`src/rtl/countdown_timer.sv`:
```
// rtl/countdown_timer.sv - loadable seconds countdown timer with pause/resume
//
// Counts seconds_left down to zero at one step per CLK_FREQ clocks.
// Ports:
//   clk           system clock
//   rst           synchronous active-high reset
//   load          copy load_value into seconds_left and return to IDLE
//   load_value    countdown start value
//   start         begin (from IDLE) or resume (from PAUSE) the countdown
//   pause         freeze the countdown while running
//   seconds_left  remaining seconds (registered)
//   running       high while in RUN (registered)
//   tick          one-cycle pulse on each decrement
//   done          one-cycle pulse on the decrement that reaches zero
module countdown_timer #(
    parameter int CLK_FREQ  = 100000000,
    parameter int SEC_WIDTH = 4
) (
    input  logic                 clk,
    input  logic                 rst,
    input  logic                 load,
    input  logic [SEC_WIDTH-1:0] load_value,
    input  logic                 start,
    input  logic                 pause,
    output logic [SEC_WIDTH-1:0] seconds_left,
    output logic                 running,
    output logic                 tick,
    output logic                 done
);

    localparam int PW = (CLK_FREQ > 1) ? $clog2(CLK_FREQ) : 1;
    localparam logic [PW-1:0] PRE_LAST = PW'(CLK_FREQ - 1);

    typedef enum logic [1:0] {
        IDLE  = 2'd0,
        RUN   = 2'd1,
        PAUSE = 2'd2
    } state_t;

    state_t        state;
    logic [PW-1:0] prescaler;

    always_ff @(posedge clk) begin
        // Pulses default low; only a decrement edge raises them.
        tick <= 1'b0;
        done <= 1'b0;
        if (rst) begin
            state        <= IDLE;
            prescaler    <= '0;
            seconds_left <= '0;
            running      <= 1'b0;
        end else if (load) begin
            // A load during RUN aborts silently: no done pulse.
            state        <= IDLE;
            seconds_left <= load_value;
            prescaler    <= '0;
            running      <= 1'b0;
        end else begin
            case (state)
                IDLE: begin
                    // pause outranks start; a zero count cannot be started.
                    if (start && !pause && seconds_left != '0) begin
                        state     <= RUN;
                        prescaler <= '0;
                        running   <= 1'b1;
                    end
                end
                RUN: begin
                    if (pause) begin
                        // Hold everything, even on the terminal prescaler
                        // value; that tick fires on the first edge after resume.
                        state   <= PAUSE;
                        running <= 1'b0;
                    end else if (seconds_left == '0) begin
                        // Unreachable through the ports; keeps the count from wrapping.
                        state   <= IDLE;
                        running <= 1'b0;
                    end else if (prescaler == PRE_LAST) begin
                        prescaler    <= '0;
                        seconds_left <= seconds_left - SEC_WIDTH'(1);
                        tick         <= 1'b1;
                        if (seconds_left == SEC_WIDTH'(1)) begin
                            done    <= 1'b1;
                            state   <= IDLE;
                            running <= 1'b0;
                        end
                    end else begin
                        prescaler <= prescaler + PW'(1);
                    end
                end
                PAUSE: begin
                    // Resume keeps the held prescaler phase.
                    if (start && !pause) begin
                        state   <= RUN;
                        running <= 1'b1;
                    end
                end
                default: begin
                    state   <= IDLE;
                    running <= 1'b0;
                end
            endcase
        end
    end

endmodule

```
`config.mk`:
```
export PLATFORM = sky130hd
export DESIGN_NAME = countdown_timer
export DESIGN_NICKNAME = d
export VERILOG_FILES = /design/src/rtl/countdown_timer.sv
export SDC_FILE = /design/constraint.sdc
export NUM_CORES = 1
export LEC_CHECK = 0
export BUFFER_PORTS_ARGS = -buffer_cell sky130_fd_sc_hd__buf_2
export CAP_MARGIN = 20
export CORE_ASPECT_RATIO = 0.7
export CORE_MARGIN = 4
export CORE_UTILIZATION = 35
export CTS_BUF_LIST = sky130_fd_sc_hd__clkbuf_16
export DETAILED_ROUTE_END_ITERATION = 6
export PLACE_DENSITY_LB_ADDON = 0.3
export SLEW_MARGIN = 10
export SYNTH_ARGS = -nofsm -noshare
export SYNTH_HDL_FRONTEND = slang
export SYNTH_SLANG_ARGS = --single-unit
```
`constraint.sdc`:
```
create_clock -name clk -period 2.9 [get_ports clk]
set_clock_uncertainty 0.05 [all_clocks]
set_input_delay 0.145 -clock clk [delete_from_list [all_inputs] [get_ports clk]]
set_output_delay 0.145 -clock clk [all_outputs]
set_load 0.02 [all_outputs]
```
Yosys cells after proc, flatten, opt, wreduce, memory -nomap -nowiden
Cells that the tools add are included.

Reduce and logical (&&, ||, !) cells: 15. Muxes and demuxes: 26. $add $sub $neg: 2. Bitwise operators: 2. Equal/unequal tests: 12.

Operators by type and width (number): $mux 27 (4); $pmux 27 s2 (1); $add 27x1->27 const B (1); $eq 27x27->1 const B (1); $mux 4 (5); $mux 2 (6); $ne 2x2->1 const B (6); $reduce_and 4->1 (3); $mux 1 (8); $ne 4x4->1 const B (2); $pmux 2 s3 (1); $reduce_bool 2->1 (3); $reduce_or 6->1 (1); $reduce_or 5->1 (1); $eq 4x1->1 const B (1); $logic_not 4->1 (1); $reduce_bool 4->1 (1); $sub 4x1->4 const B (1); $pmux 1 s3 (1); $eq 2x1->1 const B (1); $eq 2x2->1 const B (1); $logic_and 1x1->1 (2); $logic_not 2->1 (1); $not 1->1 (2); 2 further kinds (2).

Input port bits: 9. Register bits: 36.

Depth between registers and ports, before layout
Gate-level depths: netlist of the first run.

Depth in word-level cells: 6. Mapped depth: 8. Gate-level depth less buffers: 7.

Worst setup path after synthesis of the first run
OpenSTA, ideal clock, no wires.

Path type: register to register. Start point: reg seconds_left[0]. End point: reg prescaler[19]. Setup slack: 0.563 ns. Arrival: 2.217 ns. Data required time: 2.780 ns. Buffers on the path: 0. Cell stages (with the launch flop): 8. Path through: dfxtp_1 -> inv_1 -> ha_1 -> nor3b_1 -> nor4_4 -> nand4b_1 -> or3_1 -> a21oi_1.

Word-level cells in the longest chain between the ends: 4. Elaborated cells on any way between the ends: 6. Classes of those cells: 2 x eq/ne; 4 x reduce/logical.

RTL lines: from (decl) (line 25) `output logic [SEC_WIDTH-1:0] seconds_left,`; from (signal assigned) (line 55) `seconds_left <= load_value;`; from (signal assigned) (line 80) `seconds_left <= seconds_left - SEC_WIDTH'(1);`; $reduce_bool 4->1 (line 62) `if (start && !pause && seconds_left != '0) begin`; $logic_and 1x1->1 (line 62); $ne 2x2->1 (no source line); $reduce_and 4->1 (no source line) *; to (signal assigned) (line 88) `prescaler <= prescaler + PW'(1);`; to (decl) (line 41) `logic [PW-1:0] prescaler;`.

Every way passes the cells marked *; elsewhere a longest branch is shown, timed or not. A chain may end at the register's enable or synchronous reset.

Worst setup path in the final report of the first run
Start point: reg seconds_left[0]. End point: reg prescaler[24].

Same word-level chain as after synthesis.

==> results of run 1 <==
[cell type report]
cell class / instances / area (um^2)
inverter: 9 / 33.8
tap: 66 / 82.6
sequential: 35 / 701
timing repair buffer: 18 / 95.1
multi-input combinational: 151 / 943
clock buffer: 5 / 125
clock inverter: 2 / 8.76
fill: 444 / 2540
[critical path: stages (launching register included)]
cell,delay [ns]
dfxtp_1,0.36
inv_1,0.09
ha_1,0.23
nor3b_1,0.21
nor3_2,0.50
nand3_1,0.32
or4_1,0.47
a21oi_1,0.14
[routing by layer]
| layer | vias up | track usage | wire length (um) |
|---|---|---|---|
| li1 | 756 | - | - |
| met1 | 668 | 0.210 | 2200 |
| met2 | 31 | 0.157 | 1320 |
| met3 | 5 | 0.0451 | 175 |
| met4 | 0 | 0.0451 | 34 |
| met5 | - | 0 | 0 |
[worst max path at each step]
| stage | start | end | slack [ns] | cells after the start |
|---|---|---|---|---|
| finish | seconds_left[0] | prescaler[24] | 0.48 | 7 |
| global route | seconds_left[0] | seconds_left[2] | 0.20 | 7 |
| CTS | seconds_left[0] | prescaler[24] | 0.47 | 7 |
| detailed placement | seconds_left[0] | seconds_left[2] | 0.49 | 7 |
| global placement | seconds_left[0] | seconds_left[2] | 0.51 | 7 |
| floorplan | seconds_left[0] | prescaler[19] | 0.56 | 7 |
[power by group through the flow]
stage	Sequential (W)	Combinational [W]	Clock, W
6_report	0.000491	0.0000619	0.000497
5_1_grt	0.000492	0.0000677	0.000537
4_1_cts	0.000491	0.0000617	0.000505
3_5_place_dp	0.000501	0.0000614	0
3_3_place_gp	0.000501	0.0000610	0
2_1_floorplan	0.000505	0.0000378	0
[kinds of logic after synthesis]
kind of cell / count (synthesis) / synth area share
muxes: 1 / 0.00585
xor gates and xnor gates: 19 / 0.0972
adders and majority gates: 3 / 0.0219
buffers and inverters: 17 / 0.0395
AOI/OAI and AO/OA: 30 / 0.112
and+or+nand+nor: 98 / 0.314
DFF: 35 / 0.409
[cell usage in the layout, fill, tap and decap left out, types with 3 or more instances in the layout]
cell type	count
clkbuf_16	5
nand3_1	10
nor2_1	26
or3_1	8
xnor2_1	3
a21oi_1	8
buf_2	15
nor3_1	4
ha_1	3
xor2_1	16
nand2_1	18
dfxtp_1	35
nand4_1	10
inv_1	9
nor4_1	4
a311oi_1	3
o21ai_0	10
nor3b_1	4
[flip-flops by register name (all words and copies together), names as in the netlist]
| signal | cells |
|---|---|
| tick | 1 |
| state | 2 |
| done | 1 |
| seconds_left | 4 |
| prescaler | 27 |
[per-stage QoR]
| step | setup WS (ns) | cells | area [um^2] | total power, W |
|---|---|---|---|---|
| finish | 0.477 | 286 | 1990 | 0.00105 |
| global route | 0.203 | 286 | 1990 | 0.00110 |
| CTS | 0.467 | 285 | 1980 | 0.00106 |
| detailed placement | 0.494 | 278 | 1850 | 0.000563 |
| global placement | 0.510 | 278 | 1850 | 0.000562 |
| floorplan | 0.563 | 203 | 1710 | 0.000543 |
==> metrics, run 1 <==
status finished clean; Final Critical Period approximately 2.4 ns; share of Yosys cell area claimed by the top area cell type 0.409; final count of pins violating max slew 0; Required @ worst endpoint approximately 3.1 ns; WP data arrival 2.58 ns; Worst slew margin 0.447; count leader, synth dfxtp_1; final worst path period share 0.836; via count of the routed design 1,460; WHS Path Cells 3; first-pass GRT wire length 6310 um; die area just over 6000 um^2; RSZ-0062 raised after global routing no; drt pass-1 iters 4; H-Tree Depth 2; worst hold slack about 0.086 ns; ys async rst share 0; share of cells above drive strength 1 0.136; deepest clock path buffer count 2; Peak VDD IR 0.000195 V; Ys Warns 0; Area growth syn-to-layout 16.2%; postcts setup bufs 0; die height around 67 um; slew at the pin with the worst max-slew slack slightly above 0.8 ns; TritonCTS Sinks 35; power density over the cells 528 nW/um^2; Sw Pwr 0.000235 W; sequential share of power 0.468; NumNets Final 232; I/O Buffers 15; Int Power 0.000815 W; total global-route track usage 0.133; worst hold path type input pin to flop; CP Class flop to flop; switching share of power 0.223; core area between 4000 and 5000 um^2; Synth top cells by count dfxtp_1, nor2_1, nand2_1; setup_tns 0 ns; Worst Hold Path EP seconds_left[3]; total gr overflow 0; Max Clock Freq 0.413 GHz; clock network power share 0.473; largest net degree at the start of global routing 28; reg2reg start seconds_left[0]; number of distinct library cells after synthesis between 40 and 50; crit start category flop; worst reg-to-reg setup slack between 0.4 and 0.5 ns; post-synth top area cell dfxtp_1; Worst-Skew Late Latency 0.27 ns; Die Width 91.6 um; initial antenna violation count 0; post-layout util 0.439; CP max FO 7; syn_area_per_cell ~8.4 um^2; hold path start load_value[3]; Starting Density 0.378; I/O Pins 16; Worst Reg2Reg Path Length in Cells 7; FF+latch count, synth 35; post-CTS resize count 0; Post-DP HPWL ~2700 um; syn nets approximately 220; Vias/cell 5.10; CP endpoint kind flop; final hold vios 0; FF-to-FF End prescaler[24]; Antenna Diode Count 0; Post-route DRC 0; # hold bufs at CTS 0; Cells after Synth 203; Primary FF master, synth dfxtp_1; vias in the first global route roughly 1,200; sequential cell area fraction in the yosys report 0.409; Post-synth EDFFs 0; remaining antenna violation count after routing 0; Final Setup Violations 0; cts bufs inserted 5; Routability Congestion 0.840; Combinational Power Share 0.059; Placement Rows 20; Static Leak between 0.6 and 0.7 nW; Worst-path clk slew ~0.05 ns; CTS tree yes; maximum capacitance violations 0; mapped cell area ~1700 um^2; CTS root buffer clkbuf_16; DRT Wirelength 3730 um; drt wl/cell between 10 and 15 um; Iter 0 DRT Violations about 100; top cells by area, synth dfxtp_1, xor2_1, nor2_1
Power figures use the tool's default switching activity.
==> inputs of run 2 (changes only) <==
clock period = 2.05 ns   (was 2.9 ns; I/O delays follow)
==> run 2 against run 1 <==
  * First-iteration DRC count is 11% lower
  * Critical path depth up 1
  * Combinational power up 110%
  * Die area stayed put
  * Cell area increased by 18%
  * Cell count increased by 9.4%
  * Power grew 47%
==> metrics, run 2 (same netlist as run 1, synthesis figures left out) <==
status finished clean; via count of the routed design 1,590; dpl ws -0.00986 ns; Worst slew margin 0.661; CP max stage cell dfxtp_2; Iter 0 DRT Violations 90; Int Power about 0.0012 W; Routability Congestion roughly 0.86; CP Class flop to flop; remaining antenna violation count after routing 0; RSZ-0062 raised after global routing yes; total gr overflow 0; FF-to-FF End prescaler[21]; Sw Pwr approximately 0.00036 W; setup_tns 0 ns; I/O Buffers 15; Die Width just over 90 um; Worst-path clk slew 0.06 ns; CP bufs+invs 2; cts bufs inserted 5; Required @ worst endpoint 2.21 ns; Antenna Diode Count 0; Area growth syn-to-layout 36.7%; max reg flops 27; most frequent cells in the layout dfxtp_1, nor2_1, buf_4, nand2_1; Max Clock Freq ~0.50 GHz; switching share of power 0.234; slew at the pin with the worst max-slew slack 0.508 ns; power density over the cells between 600 and 700 nW/um^2; # hold bufs at CTS 0; vias in the first global route between 1,000 and 1,500; Worst Reg2Reg Path Length in Cells 8; WHS Path Cells 3; die height around 67 um; drt wl/cell between 10 and 15 um; Final Worst Setup Slack approximately 0.049 ns; Final Setup Violations 0; worst reg-to-reg setup slack approximately 0.049 ns; Final Critical Period ~2 ns; Starting Density 0.378; DP Area roughly 2000 um^2; Vias/cell 5.08; CP endpoint kind flop; WP data arrival 2.16 ns; crit start category flop; total global-route track usage 0.145; reg2reg start seconds_left[1]; hold path start load_value[3]; CP max FO 5; CTS tree yes; CTS root buffer clkbuf_16; core area approximately 4500 um^2; die area ~6000 um^2; Combinational Power Share 0.083; slowest stage delay, CP between 0.3 and 0.4 ns; largest delay contributor family on the critical path simple AND/OR/NAND/NOR gates; Largest Register prescaler; final count of pins violating max slew 0; sequential share of power 0.450; final instance area 2340 um^2; Worst-Skew Late Latency between 0.2 and 0.3 ns; Worst Hold Path EP seconds_left[3]; initial antenna violation count 0; drt pass-1 iters 7; TritonCTS Sinks 35; final worst path period share 0.976; crit-path cells inv_2 > ha_4 > nor3b_4 > nor4_4 > nand4b_1 > buf_6 > or3_4 > a21oi_2; Peak VDD IR roughly 0.00033 V; H-Tree Depth 2; Post-route DRC 0; final hold vios 0; CP startpoint seconds_left[1]; Placement Rows 20; share of cells above drive strength 1 0.348; filler instances roughly 410; Post-DP HPWL ~2900 um; deepest clock path buffer count 2; largest net degree at the start of global routing 28; first-pass GRT wire length roughly 6800 um; NumNets Final 258; I/O Pins 16; commonest non-fill, non-tap cell in the layout dfxtp_1; DRT Wirelength roughly 4200 um; worst hold path type input pin to flop; maximum capacitance violations 0; top flop regs prescaler (27), seconds_left (4), state (2); Static Leak just over 0.8 nW; clock network power share 0.467
-- run 2: power groups by stage --
stage	Sequential (W)	Combinational, W	Clock [W]
after floorplan	0.000715	0.0000546	0
after global placement	0.000710	0.0000988	0
after detailed placement	0.000710	0.0000997	0
after CTS	0.000695	0.000101	0.000745
after global routing	0.000697	0.000139	0.000787
final	0.000696	0.000128	0.000723
-- run 2: layout make-up --
class                           count  area [um^2]  area share
Timing Repair Buffer               44          307       0.131
Tap cell                           66         82.6      0.0353
Clock buffer                        5          125      0.0535
Inverter                            9         33.8      0.0144
Clock inverter                      3         15.0     0.00642
Multi-Input combinational cell    151         1060       0.455
Sequential cell                    35          713       0.305
-- run 2: through the flow --
| stage | utilization | instances | total power (W) | hold slack, ns |
|---|---|---|---|---|
| after global routing | 0.517 | 313 | 0.00162 | 0.0643 |
| final | 0.517 | 313 | 0.00155 | 0.0465 |
| after global placement | 0.448 | 298 | 0.000808 | 0.327 |
| after CTS | 0.480 | 306 | 0.00154 | 0.0423 |
| after detailed placement | 0.448 | 298 | 0.000810 | 0.333 |
| after floorplan | - | 203 | 0.000770 | 0.210 |
-- run 2: layer usage --
metal	global-route usage	vias up	share of wire
met5	0	-	0
li1	-	809	-
met4	0.0620	0	0.013
met1	0.223	748	0.57
met2	0.180	27	0.39
met3	0.0384	6	0.035
-- run 2: timing repair --
item / 4_1_cts / 5_1_grt
pin swaps: 0 / 13
gates resized for setup: 1 / 29
buffers inserted: 0 / 6
endpoints found under the setup margin: 1 / 22
cloned: 0 / 1
hold endpoints to repair: 0 / 0
-- run 2: tightest hold or removal path, delay by kind of cell --
kind | cells | cell delay (ns)
AO/OA/AOI/OAI | 1 | 0.08
buffers and inverters | 2 | 0.14
-- run 2: worst max-delay path by stage --
stage | slack [ns] | depth (start not counted) | end
global route | -0.02 | 8 | prescaler[21]
floorplan | -0.02 | 7 | prescaler[19]
CTS | 0.003 | 5 | seconds_left[2]
global placement | 0.02 | 7 | prescaler[24]
finish | 0.05 | 8 | prescaler[21]
detailed placement | -0.01 | 7 | prescaler[24]
==> inputs of run 3 (changes only) <==
CORE_UTILIZATION = 52   (was 35)
==> run 3 against run 2 <==
  * The flow now finishes with violations (negative setup slack)
  * Via count rose by 4.5%
  * Critical path type unchanged
  * Die area down 30%
  * First-iteration DRC count grew 57%
  * Critical endpoint is now seconds_left[2]
  * Cell count decreased by 10%
  * Combinational power down 6%
  * Cell area shrank 4.9%
==> metrics, run 3 (same netlist as run 1, synthesis figures left out) <==
status finished with violations; failing checks negative setup slack; I/O Buffers 15; Final Worst Setup Slack -0.0227 ns; Required @ worst endpoint 2.19 ns; Placement Rows 17; Peak VDD IR roughly 0.00047 V; core area ~3100 um^2; most frequent cells in the layout dfxtp_1, nor2_1, buf_4, nand2_1, xor2_1; CP max FO 4; filler instances between 200 and 250; remaining antenna violation count after routing 0; CP Class flop to flop; Starting Density 0.544; # hold bufs at CTS 0; setup_tns -0.0227 ns; WP data arrival ~2.2 ns; Worst-path clk slew 0.05 ns; CTS tree yes; I/O Pins 16; maximum capacitance violations 0; Vias/cell roughly 5.9; slew at the pin with the worst max-slew slack 0.438 ns; Largest Register prescaler; TritonCTS Sinks 35; final hold vios 0; Worst slew margin 0.708; Antenna Diode Count 0; power density over the cells just under 700 nW/um^2; drt wl/cell between 15 and 20 um; CP endpoint kind flop; final count of pins violating max slew 0; commonest non-fill, non-tap cell in the layout dfxtp_1; Worst-Skew Late Latency around 0.28 ns; final worst path period share 1.01; Tot Pwr 0.00152 W; Combinational Power Share 0.079; drt pass-1 iters 4; die height ~56 um; worst hold path type input pin to flop; Sw Pwr 0.000343 W; total global-route track usage 0.207; vias in the first global route about 1,500; share of cells above drive strength 1 0.296; switching share of power 0.226; die area approximately 4300 um^2; Post-DP HPWL between 2000 and 3000 um; top flop regs prescaler (27), seconds_left (4), state (2); Static Leak a little under 0.8 nW; Final Critical Period 2.07 ns; max reg flops 27; RSZ-0062 raised after global routing yes; Area growth syn-to-layout 30.0%; initial antenna violation count 0; H-Tree Depth 2; clock network power share 0.461; Int Power between 0.001 and 0.0015 W; cts bufs inserted 5; Max Clock Freq 0.482 GHz; Final Setup Violations 1; worst hold slack ~0.040 ns; Post-route DRC 0; via count of the routed design approximately 1,700; Iter 0 DRT Violations roughly 140; Routability Congestion roughly 0.86; Die Width ~77 um; largest net degree at the start of global routing 15; NumNets Final ~250; sequential share of power 0.460; crit start category flop; DRT Wirelength 4410 um; first-pass GRT wire length around 7000 um; total gr overflow 0; CTS root buffer clkbuf_16; deepest clock path buffer count 2
## run 3: cell types whose count changed in the layout (fill, tap and decap cells not counted), sizes merged
cell and delta:
inv +1, clkinv -1, buf -4
## run 3: path summary, 6_finish.rpt
| path | from | depth (start not counted) | slack [ns] | endpoint |
|---|---|---|---|---|
| max | prescaler[2] | 5 | -0.02 | seconds_left[2] |
| min | load_value[3] | 3 | 0.04 | seconds_left[3] |
| max reg2reg | prescaler[2] | 5 | -0.02 | seconds_left[2] |
| min reg2reg | prescaler[26] | 2 | 0.44 | prescaler[26] |
## run 3: layout make-up
| type | instances | area [um^2] | share of cell area |
|---|---|---|---|
| multi-input combinational | 151 | 1030 | 0.464 |
| sequential | 35 | 713 | 0.320 |
| timing repair buffer | 40 | 263 | 0.118 |
| clock buffer | 5 | 125 | 0.0562 |
| tap | 38 | 47.5 | 0.0214 |
| inverter | 9 | 33.8 | 0.0152 |
| clock inverter | 3 | 11.3 | 0.00506 |
## run 3: timing repair
item,CTS,global route
setup endpoints to repair,2,32
pin swaps,1,12
resized for setup,2,21
buffers inserted,0,9
## run 3: stage by stage
stage	util	area (um^2)	std cells	worst slack [ns]
4_1_cts	0.662	2080	272	0.00742
2_1_floorplan	-	1730	203	-0.0156
3_3_place_gp	0.615	1940	264	0.0581
3_5_place_dp	0.615	1940	264	-0.0674
5_1_grt	0.707	2230	281	-0.0971
6_report	0.707	2230	281	-0.0227
## run 3: per-layer routing
metal / track usage / share of wire / vias to the layer above
met5: 0 / 0 / -
met4: 0.0775 / 0.027 / 0
met3: 0.0518 / 0.059 / 15
met2: 0.333 / 0.47 / 49
met1: 0.268 / 0.44 / 794
li1: - / - / 803
## run 3: worst max-delay path: stages, from the launching register on
cell and delay [ns]:
dfxtp_1 0.44, nor4bb_2 0.32, nand4_1 0.26, or2_4 0.34, or3_1 0.32, a311oi_2 0.25
## run 3: power by group through the flow
stage,Combinational [W],Clock (W),Sequential (W)
6_report,0.000120,0.000699,0.000697
4_1_cts,0.0000947,0.000713,0.000695
5_1_grt,0.000127,0.000749,0.000698
2_1_floorplan,0.0000546,0,0.000715
3_3_place_gp,0.0000892,0,0.000709
3_5_place_dp,0.0000928,0,0.000709
